===== config.mk =====
export PLATFORM = sky130hd
export DESIGN_NAME = vesa_mode_ctrl
export DESIGN_NICKNAME = d
export VERILOG_FILES = /design/src/rtl/vesa_mode_ctrl.sv
export SDC_FILE = /design/constraint.sdc
export NUM_CORES = 1
export LEC_CHECK = 0
export ABC_AREA = 1
export BUFFER_PORTS_ARGS = -buffer_cell sky130_fd_sc_hd__buf_2
export CAP_MARGIN = 20
export CORE_MARGIN = 4
export CORE_UTILIZATION = 40
export DETAILED_ROUTE_END_ITERATION = 10
export PLACE_DENSITY = 0.75
export SYNTH_ARGS = -nofsm -noshare
export SYNTH_HDL_FRONTEND = slang
export SYNTH_SLANG_ARGS = --single-unit
export TNS_END_PERCENT = 20

===== constraint.sdc =====
create_clock -name clk -period 2.72 [get_ports clk]
set_input_delay 0 -clock clk [delete_from_list [all_inputs] [get_ports clk]]
set_output_delay 0 -clock clk [all_outputs]
set_load 0.01 [all_outputs]

===== src/rtl/vesa_mode_ctrl.sv =====
// Run-time mode controller for the VESA timing generator: accepts mode requests,
// waits for frame end, blanks the timing core while reloading parameters, then settles.
module vesa_mode_ctrl #(
  parameter int DEFAULT_MODE  = 2,
  parameter int SETTLE_CYCLES = 16
) (
  input  logic        clk,
  input  logic        rst_n,
  input  logic        mode_req,
  input  logic [1:0]  mode_sel,
  input  logic        frame_end,
  output logic        mode_ack,
  output logic        mode_err,
  output logic        busy,
  output logic [1:0]  cur_mode,
  output logic        tg_en,
  output logic [11:0] h_active,
  output logic [11:0] h_fp,
  output logic [11:0] h_sync,
  output logic [11:0] h_bp,
  output logic [11:0] h_total,
  output logic [10:0] v_active,
  output logic [10:0] v_fp,
  output logic [10:0] v_sync,
  output logic [10:0] v_bp,
  output logic [10:0] v_total
);

  localparam int ROW_W = 5 * 12 + 5 * 11;

  localparam logic [1:0] ST_IDLE       = 2'd0;
  localparam logic [1:0] ST_WAIT_FRAME = 2'd1;
  localparam logic [1:0] ST_BLANK      = 2'd2;
  localparam logic [1:0] ST_SETTLE     = 2'd3;

  localparam logic [1:0] MODE_INVALID  = 2'd3;
  localparam logic [7:0] SETTLE_LAST   = 8'(SETTLE_CYCLES - 1);

  // Row layout: H active/fp/sync/bp/total, then V active/fp/sync/bp/total.
  // Totals are precomputed so no adder sits in the datapath.
  function automatic logic [ROW_W-1:0] mode_row(input logic [1:0] m);
    case (m)
      2'd0:    mode_row = {12'd640,  12'd16,  12'd96, 12'd48,  12'd800,
                           11'd480,  11'd10,  11'd2,  11'd33,  11'd525};
      2'd1:    mode_row = {12'd1280, 12'd110, 12'd40, 12'd220, 12'd1650,
                           11'd720,  11'd5,   11'd5,  11'd20,  11'd750};
      2'd2:    mode_row = {12'd1920, 12'd128, 12'd24, 12'd128, 12'd2200,
                           11'd1080, 11'd3,   11'd4,  11'd33,  11'd1120};
      default: mode_row = '0;
    endcase
  endfunction

  logic [ROW_W-1:0] mode_rom [4];

  generate
    for (genvar gi = 0; gi < 4; gi++) begin : g_rom
      assign mode_rom[gi] = mode_row(2'(gi));
    end
  endgenerate

  logic [1:0]       state_reg,      state_next;
  logic [1:0]       pend_mode_reg,  pend_mode_next;
  logic [7:0]       settle_cnt_reg, settle_cnt_next;
  logic [ROW_W-1:0] param_reg,      param_next;
  logic [1:0]       cur_mode_reg,   cur_mode_next;
  logic             tg_en_reg,      tg_en_next;
  logic             busy_reg,       busy_next;
  logic             ack_reg,        ack_next;
  logic             err_reg,        err_next;

  always_comb begin
    state_next      = state_reg;
    pend_mode_next  = pend_mode_reg;
    settle_cnt_next = settle_cnt_reg;
    param_next      = param_reg;
    cur_mode_next   = cur_mode_reg;
    tg_en_next      = tg_en_reg;
    busy_next       = busy_reg;
    ack_next        = 1'b0;
    err_next        = 1'b0;

    case (state_reg)
      ST_IDLE: begin
        busy_next  = 1'b0;
        tg_en_next = 1'b1;
        if (mode_req) begin
          if (mode_sel == MODE_INVALID) begin
            err_next = 1'b1;
          end else if (mode_sel == cur_mode_reg) begin
            ack_next = 1'b1;
          end else begin
            pend_mode_next = mode_sel;
            busy_next      = 1'b1;
            state_next     = ST_WAIT_FRAME;
          end
        end
      end

      // Only reachable one cycle after acceptance, so a frame_end coincident
      // with the request is never used.
      ST_WAIT_FRAME: begin
        if (frame_end) begin
          tg_en_next = 1'b0;
          state_next = ST_BLANK;
        end
      end

      ST_BLANK: begin
        param_next      = mode_rom[pend_mode_reg];
        cur_mode_next   = pend_mode_reg;
        settle_cnt_next = 8'd0;
        state_next      = ST_SETTLE;
      end

      ST_SETTLE: begin
        if (settle_cnt_reg == SETTLE_LAST) begin
          tg_en_next = 1'b1;
          ack_next   = 1'b1;
          busy_next  = 1'b0;
          state_next = ST_IDLE;
        end else begin
          settle_cnt_next = settle_cnt_reg + 8'd1;
        end
      end

      default: begin
        state_next = ST_IDLE;
      end
    endcase
  end

  always_ff @(posedge clk or negedge rst_n) begin
    if (!rst_n) begin
      state_reg      <= ST_IDLE;
      pend_mode_reg  <= 2'(DEFAULT_MODE);
      settle_cnt_reg <= 8'd0;
      param_reg      <= mode_row(2'(DEFAULT_MODE));
      cur_mode_reg   <= 2'(DEFAULT_MODE);
      tg_en_reg      <= 1'b1;
      busy_reg       <= 1'b0;
      ack_reg        <= 1'b0;
      err_reg        <= 1'b0;
    end else begin
      state_reg      <= state_next;
      pend_mode_reg  <= pend_mode_next;
      settle_cnt_reg <= settle_cnt_next;
      param_reg      <= param_next;
      cur_mode_reg   <= cur_mode_next;
      tg_en_reg      <= tg_en_next;
      busy_reg       <= busy_next;
      ack_reg        <= ack_next;
      err_reg        <= err_next;
    end
  end

  assign {h_active, h_fp, h_sync, h_bp, h_total,
          v_active, v_fp, v_sync, v_bp, v_total} = param_reg;

  assign cur_mode = cur_mode_reg;
  assign tg_en    = tg_en_reg;
  assign busy     = busy_reg;
  assign mode_ack = ack_reg;
  assign mode_err = err_reg;

endmodule


; ---- After elaboration in Yosys (flattened, before gate mapping)
; Index checks and enable logic that the tools add are counted.
[totals]
ff_bits = 133
inputBits = 6
[op_classes]
n_addsub = 1
magnitude_cmp = 1
n_eq_ne = 12
n_mux = 27
n_bitwise = 3
n_reduce_logical = 9
[op_table]
columns = cell, n
row1 = 115-bit binary-select mux with 2-bit select, 1
row2 = 115-bit two-way mux, 2
row3 = 8-bit one-hot mux with 2 select lines, 1
row4 = 1-bit two-way mux, 13
row5 = "2-bit != test, second input constant", 6
row6 = 2-bit two-way mux, 5
row7 = "8-bit by 1-bit adder with 8-bit output, second input constant", 1
row8 = "8-bit by 4-bit == test with 1-bit output, second input constant", 1
row9 = 8-bit two-way mux, 1
row10 = 2-bit one-hot mux with 4 select lines, 1
row11 = "2-bit == test, second input constant", 3
row12 = 5-bit AND reduction, 1
row13 = 1-bit one-hot mux with 2 select lines, 2
row14 = 2-bit AND reduction, 2
row15 = 4-bit AND reduction, 1
row16 = 2-bit nonzero test, 2
row17 = "3-bit >= comparator, second input constant", 1
row18 = 2-bit inverter with 3-bit output, 1
row19 = 1-bit one-hot mux with 3 select lines, 1
row20 = 3-bit AND reduction, 1
row21 = 3-bit nonzero test, 1
row22 = "2-bit by 1-bit == test with 1-bit output, second input constant", 1
row23 = 2-bit == test, 1
row24 = 2-bit zero test, 1
row25 = 1-bit inverter, 2

; ---- Longest topological paths before layout
; Gate-level depths: netlist of run 1.
[logic_depth]
word_depth = 5
ltp_mapped = 9
mapped_depth_nobuf = 9

; ---- Worst setup path before layout of run 1
; OpenSTA, ideal clock, no wires.
[synth_timing]
path_type = register to register
from = register state_reg[0]
to = register state_reg[0]
setup_ps = 117
arrival_ps = 1232
required_ps = 2603
setup_slack_ps = 1371
stages_incl_launch_ff = 7
path_buffers = 1
period_less_slack_ps = 1349
cell_sequence = dfrtp_1 > inv_1 > ha_1 > clkbuf_1 > or2_2 > nand3_1 > nand2_1
[synth_via]
elab_chain_cells = 3
[synth_lines]
columns = element, line
row1 = start: declaration, 61  ; logic [1:0] state_reg, state_next;
row2 = start signal: assignment, 144  ; state_reg <= state_next;
row3 = "2-bit == test, or another cell as far along", 82  ; case (state_reg)
row4 = 2-bit != test (no source line), --
row5 = 5-bit AND reduction (no source line), --
; Parallel ways exist; a longest one is shown, timed or not.
; A chain may end at the register's enable or synchronous reset.

; ---- Worst setup path after layout of run 1
[layout_timing]
from = register state_reg[0]
to = register settle_cnt_reg[4]
[layout_via]
elab_chain_cells = 3
[layout_lines]
columns = element, line
row1 = 2-bit == test, 82
row2 = 2-bit != test (no source line) / 2-bit nonzero test (equally long branches), --
row3 = 2-bit AND reduction (no source line), --
row4 = end signal: assignment, 146  ; settle_cnt_reg <= settle_cnt_next;
row5 = end: declaration, 63  ; logic [7:0] settle_cnt_reg, settle_cnt_next;
; Parallel ways exist; a longest one is shown, timed or not.

==> metrics.cfg, run 1 <==
[outcome]
outcome=finished, final reports clean

[floorplanning]
coreArea_sq_mm=0.005140
die_w_microns=80.86
io_pins=127
die_area_sq_mm=0.006538
die_h_microns=80.86
num_rows=26
start_util_pct=41.31

[synthesis]
synthCells=260
async_flop_share_pct=100.0
synth_area_leaders=buf_4 (39%), dfrtp_1 (21%), nand2_1 (8.5%), dfstp_2 (7.4%), ha_1 (5.3%)
synth_edf_count=0
synth-seq-cells=24
ys_seq_area_share_pct=28.64
avgSynthCellArea_sq_um=8.166
ys.flop_type=dfrtp_1
synth_top_area_cell=buf_4
ys_warn_count=0
syn_area_sq_mm=0.002123
post_synth_num_cell_types=29
yosys.area.top_type_share_pct=38.54

[drt]
route.detailed.drc=0
avgViaCountPerCell=3.893
drt_first_pass_iters=4
drt_iter0_markers=44
antenna_left=0
route.vias.total=1378
routedWlPerCell_microns=9.836
wl_microns=3482

[place]
port_buffers=70
dp_hpwl_microns=2822
pre_cts_ws_ns=1.089
dpl_cell_area_sq_mm=0.001941
place_congestion=0.8020

[finish]
drive_gt1_share_pct=32.75
n_antenna_cell=0
final_util_pct=40.31
largest_reg_flops=8
nets=300
design_area_sq_mm=0.002072
synthToLayoutAreaGrowth_pct=-2.416

[critical_path]
crit_fanout=11
worst_setup_path_end_kind=register
r2r_slack_ns=1.05
worstPathArrival_ns=1.81
crit_type=register to register
start_kind=register
required_ns=2.86

[cts]
clock_latency_ns=0.27
clkTransAtPathRegs_ns=0.09
cts_num_sinks=24
clock-root-buffer=clkbuf_8
clock_path_buffers=2
cts_resized=0
htreeDepth=1
cts_tree=yes
cts_made_buffers=3

[pwr]
p_int_w=0.001144
peakVddDrop_v=0.0003701
p_switching_w=0.0009558
p_clk_share_pct=14.8
p_per_area_mw_per_mm2=1014
p_comb_share_pct=54.6
power_leakage_nw=1.201
p_sw_share_pct=45.51
seqPwrFrac_pct=30.6

[global_routing]
grt_usage_pct=9.497
grt_pass1_wl_microns=4926
antenna_found_initial=0
first_global_vias=1079
grt_max_degree=25
overflow=0

[timing]
hold_violations=0
fin_worst_skew_ns=0.007622
report.final.setup_viol=0
worst_pin_slew_ns=0.5297
drv_slew=0
fin_setup_tns_ns=0
fin_crit_sh_pct=61.40
period_minus_slack_ns=1.670
rsz0062_at_grt=false
max_freq_mhz=598.8
slew-limit-headroom_pct=64.69
fin_ws_ns=1.050

[hold_path]
hold_path_class=primary input to asynchronous set/reset pin

[flow_run]
cap_violations=0

-- metal layers --
metal  vias up  part of all wire (%)  track usage [%]
met5         -                     0                0
met4         0                   1.6            4.054
met3         5                    11           0.4435
met2        81                    49            17.00
met1       606                    39            11.82
li1        686                     -                -
-- placed cells by master, fill, tap and decap left out, types with 2 or more instances in the layout --
| cell | count |
|---|---|
| clkbuf_8 | 3 |
| xor2_1 | 2 |
| dfstp_2 | 6 |
| o21ai_0 | 5 |
| nand3_1 | 14 |
| o21ai_2 | 2 |
| ha_1 | 9 |
| nand2_1 | 48 |
| conb_1 | 56 |
| dfrtp_1 | 18 |
| buf_2 | 70 |
| nand4_1 | 2 |
| inv_1 | 14 |
| nor2_1 | 10 |
| nor2_4 | 3 |
| or2_2 | 2 |
| a21oi_1 | 2 |
| dlygate4sd3_1 | 6 |
-- final timing paths --
check,start,to,depth (start not counted)
setup / recovery,state_reg[0],settle_cnt_reg[4],7
hold reg to reg,tg_en,tg_en,2
max in group asynchronous,rst_n,tg_en,2
min in group clk,tg_en,tg_en,2
setup reg to reg,state_reg[0],settle_cnt_reg[4],7
hold / removal,rst_n,pend_mode_reg[0],2
-- Yosys cell counts (2+ instances only) --
cell and count:
nor2_1 10, a21oi_1 2, ha_1 9, nand4_1 2, xor2_1 2, o21ai_2 2
nand3_1 14, buf_4 109, dfrtp_1 18, o21ai_0 5, nand2_1 48, dfstp_2 6
or2_2 2, inv_1 14, nor2_4 3
-- cell type report --
| type | instances | area, sq um |
|---|---|---|
| Timing Repair Buffer | 76 | 410.4 |
| Clock buffer | 3 | 41.29 |
| Tap cell | 70 | 87.58 |
| Sequential cell | 24 | 608.1 |
| Fill cell | 547 | 3068 |
| Multi-Input combinational cell | 166 | 842.1 |
| Clock inverter | 1 | 30.03 |
| Inverter | 14 | 52.55 |
-- stage by stage --
step,cells,hold WS [ns],power [W]
6_report,354,0.2389,0.002100
5_1_grt,354,0.2946,0.002281
4_1_cts,354,0.2524,0.002129
3_5_place_dp,344,0.007946,0.001806
3_3_place_gp,344,0.01154,0.001781
2_1_floorplan,315,-0.2956,0.001807
-- critical path: stages, from the launching register on --
cell,delay (ns)
dfrtp_1,0.42
inv_1,0.12
ha_1,0.36
inv_1,0.19
nor2_1,0.13
inv_1,0.12
nand2_4,0.12
o22ai_1,0.08
-- what timing repair did --
item | in CTS | in global routing
endpoints found under the hold margin | 22 | 0
setup buffers | 0 | 0
hold buffers | 6 | 0
setup endpoints to repair | 0 | 0
-- power by group through the flow --
stage | combinational [W] | clock [W] | sequential (W)
final | 0.00115 | 0.000312 | 0.000642
after global routing | 0.00128 | 0.000330 | 0.000673
after CTS | 0.00116 | 0.000318 | 0.000648
after detailed placement | 0.00115 | 0 | 0.000655
after global placement | 0.00113 | 0 | 0.000648
after floorplan | 0.00114 | 0 | 0.000671
-- kinds of logic (layout without fill, tap and decap cells) --
| kind of cell | count (synthesis) | after routing | synth area share (%) |
|---|---|---|---|
| adders and majority gates | 9 | 9 | 5.304 |
| buffers and inverters | 125 | 94 | 41.43 |
| AOI/OAI and AO/OA | 13 | 13 | 4.302 |
| DFF | 24 | 24 | 28.64 |
| other | 1 | 56 | 0.1766 |
| xor gates and xnor gates | 3 | 3 | 1.238 |
| and+or+nand+nor | 85 | 85 | 18.92 |
Power figures use the tool's default switching activity.
==> inputs of run 2 (changes only) <==
- PLACE_DENSITY: 0.75 -> 0.78
- clock period: 2.72 -> 1.4 ns (I/O delays scaled with it)
==> metrics.cfg, run 2 (synthesized netlist as in run 1, its figures left out) <==
[timing]
slew-limit-headroom_pct=65.46
fin_worst_skew_ns=0.0009051
report.final.setup_viol=0
drv_slew=0
period_minus_slack_ns=1.304
fin_crit_sh_pct=93.14
worst_pin_slew_ns=0.5181
max_freq_mhz=766.9
fin_hold_ws_ns=0.2340
hold_violations=0
fin_ws_ns=0.09608
fin_setup_tns_ns=0

[floorplanning]
die_w_microns=80.86
num_rows=26
coreArea_sq_mm=0.005140
start_util_pct=41.31
die_area_sq_mm=0.006538
die_h_microns=80.86
io_pins=127

[finish]
n_antenna_cell=0
nets=304
mostFrequentLayoutCells=buf_2 (70), conb_1 (56), nand2_1 (47)
synthToLayoutAreaGrowth_pct=0.1179
drive_gt1_share_pct=37.15
largest_reg_flops=8
final_common_cell=buf_2

[cts]
clock_path_buffers=2
cts_tree=yes
cts_made_buffers=3
htreeDepth=1
cts_num_sinks=24
clkTransAtPathRegs_ns=0.08
clock-root-buffer=clkbuf_8
clock_latency_ns=0.27

[critical_path]
worstPathArrival_ns=1.47
cpMaxStageDelayCell=dfrtp_1
worst_setup_path_end_kind=register
critPathMaxStageDelay_ns=0.41
start_kind=register
r2r_end=settle_cnt_reg[3]
crit_type=register to register
crit_top_cell=nand2_1
timing.rr.start=settle_cnt_reg[1]
crit_fanout=6
crit_chain=ha_4 > nand3_4 > o21ai_4 > nand2_4 > nand2_1 > nand2_1
r2r_slack_ns=0.1
required_ns=1.57
r2r_cells=6

[drt]
wl_microns=3550
route.vias.total=1430
antenna_left=0
drt_iter0_markers=66
route.detailed.drc=0
drt_first_pass_iters=5
routedWlPerCell_microns=9.916
avgViaCountPerCell=3.994

[global_routing]
first_global_vias=1190
grt_pass1_wl_microns=5209
grt_usage_pct=10.02
antenna_found_initial=0
overflow=0
grt_max_degree=25

[pwr]
power_leakage_nw=1.216
peakVddDrop_v=0.0006200
p_per_area_mw_per_mm2=1995

[place]
dp_hpwl_microns=2916
pre_cts_ws_ns=0.05515
port_buffers=70
place_congestion=0.7604

[outcome]
outcome=finished, final reports clean

[hold_path]
hold_path_class=primary input to asynchronous set/reset pin

[flow_run]
cap_violations=0

==> run 2: changes by cell type in the layout (fill, tap and decap cells not counted), sizes merged <==
cell,change
dlygate4sd3,-1
buf,+5
==> run 2: worst max-delay path by stage <==
stage	start	end	cells past startpoint
3_3_place_gp	settle_cnt_reg[1]	state_reg[0]	8
2_1_floorplan	state_reg[0]	state_reg[0]	6
6_report	settle_cnt_reg[1]	settle_cnt_reg[3]	6
4_1_cts	state_reg[0]	settle_cnt_reg[3]	8
5_1_grt	settle_cnt_reg[1]	state_reg[0]	8
3_5_place_dp	state_reg[0]	settle_cnt_reg[3]	8
==> run 2: where the power goes <==
group          switching, W  internal [W]
sequential         0.000264      0.000975
combinational       0.00142      0.000974
clock              0.000222      0.000382
==> run 2: layer usage <==
metal  up-vias  track usage, %  share of wire [%]
met1       647           10.97                 36
met4         0           5.574                2.0
met5         -               0                  0
met3         5          0.7761                 11
li1        699               -                  -
met2        79           18.88                 51
==> run 2: through the flow <==
stage               instances  util [%]  total power [W]  instance area, sq um
floorplan                 315         -         0.003510                  2330
global placement          348     38.34         0.003521                  1971
detailed placement        348     38.34         0.003586                  1971
CTS                       357     40.70         0.004219                  2092
global route              358     41.36         0.004626                  2126
finish                    358     41.36         0.004241                  2126
==> run 2: worst max-delay path, delay by kind of cell (launching register included) <==
kind | cells | cell delay [ns]
DFF | 1 | 0.41
adders and majority gates | 1 | 0.18
and+or+nand+nor | 4 | 0.35
AOI/OAI and AO/OA | 1 | 0.26
==> run 2: repair_timing <==
| item | 4_1_cts | 5_1_grt |
|---|---|---|
| endpoints found under the setup margin | 0 | 13 |
| hold buffers | 5 | 0 |
| gates resized for setup | 0 | 10 |
| hold endpoints to repair | 22 | 0 |
| buffers inserted | 0 | 1 |
==> run 2: final cells by class <==
| class | instances | area (sq um) |
|---|---|---|
| Fill cell | 537 | 3014 |
| Multi-Input combinational cell | 166 | 867.1 |
| Sequential cell | 24 | 609.3 |
| Clock buffer | 3 | 41.29 |
| Timing Repair Buffer | 80 | 437.9 |
| Tap cell | 70 | 87.58 |
| Inverter | 14 | 52.55 |
| Clock inverter | 1 | 30.03 |
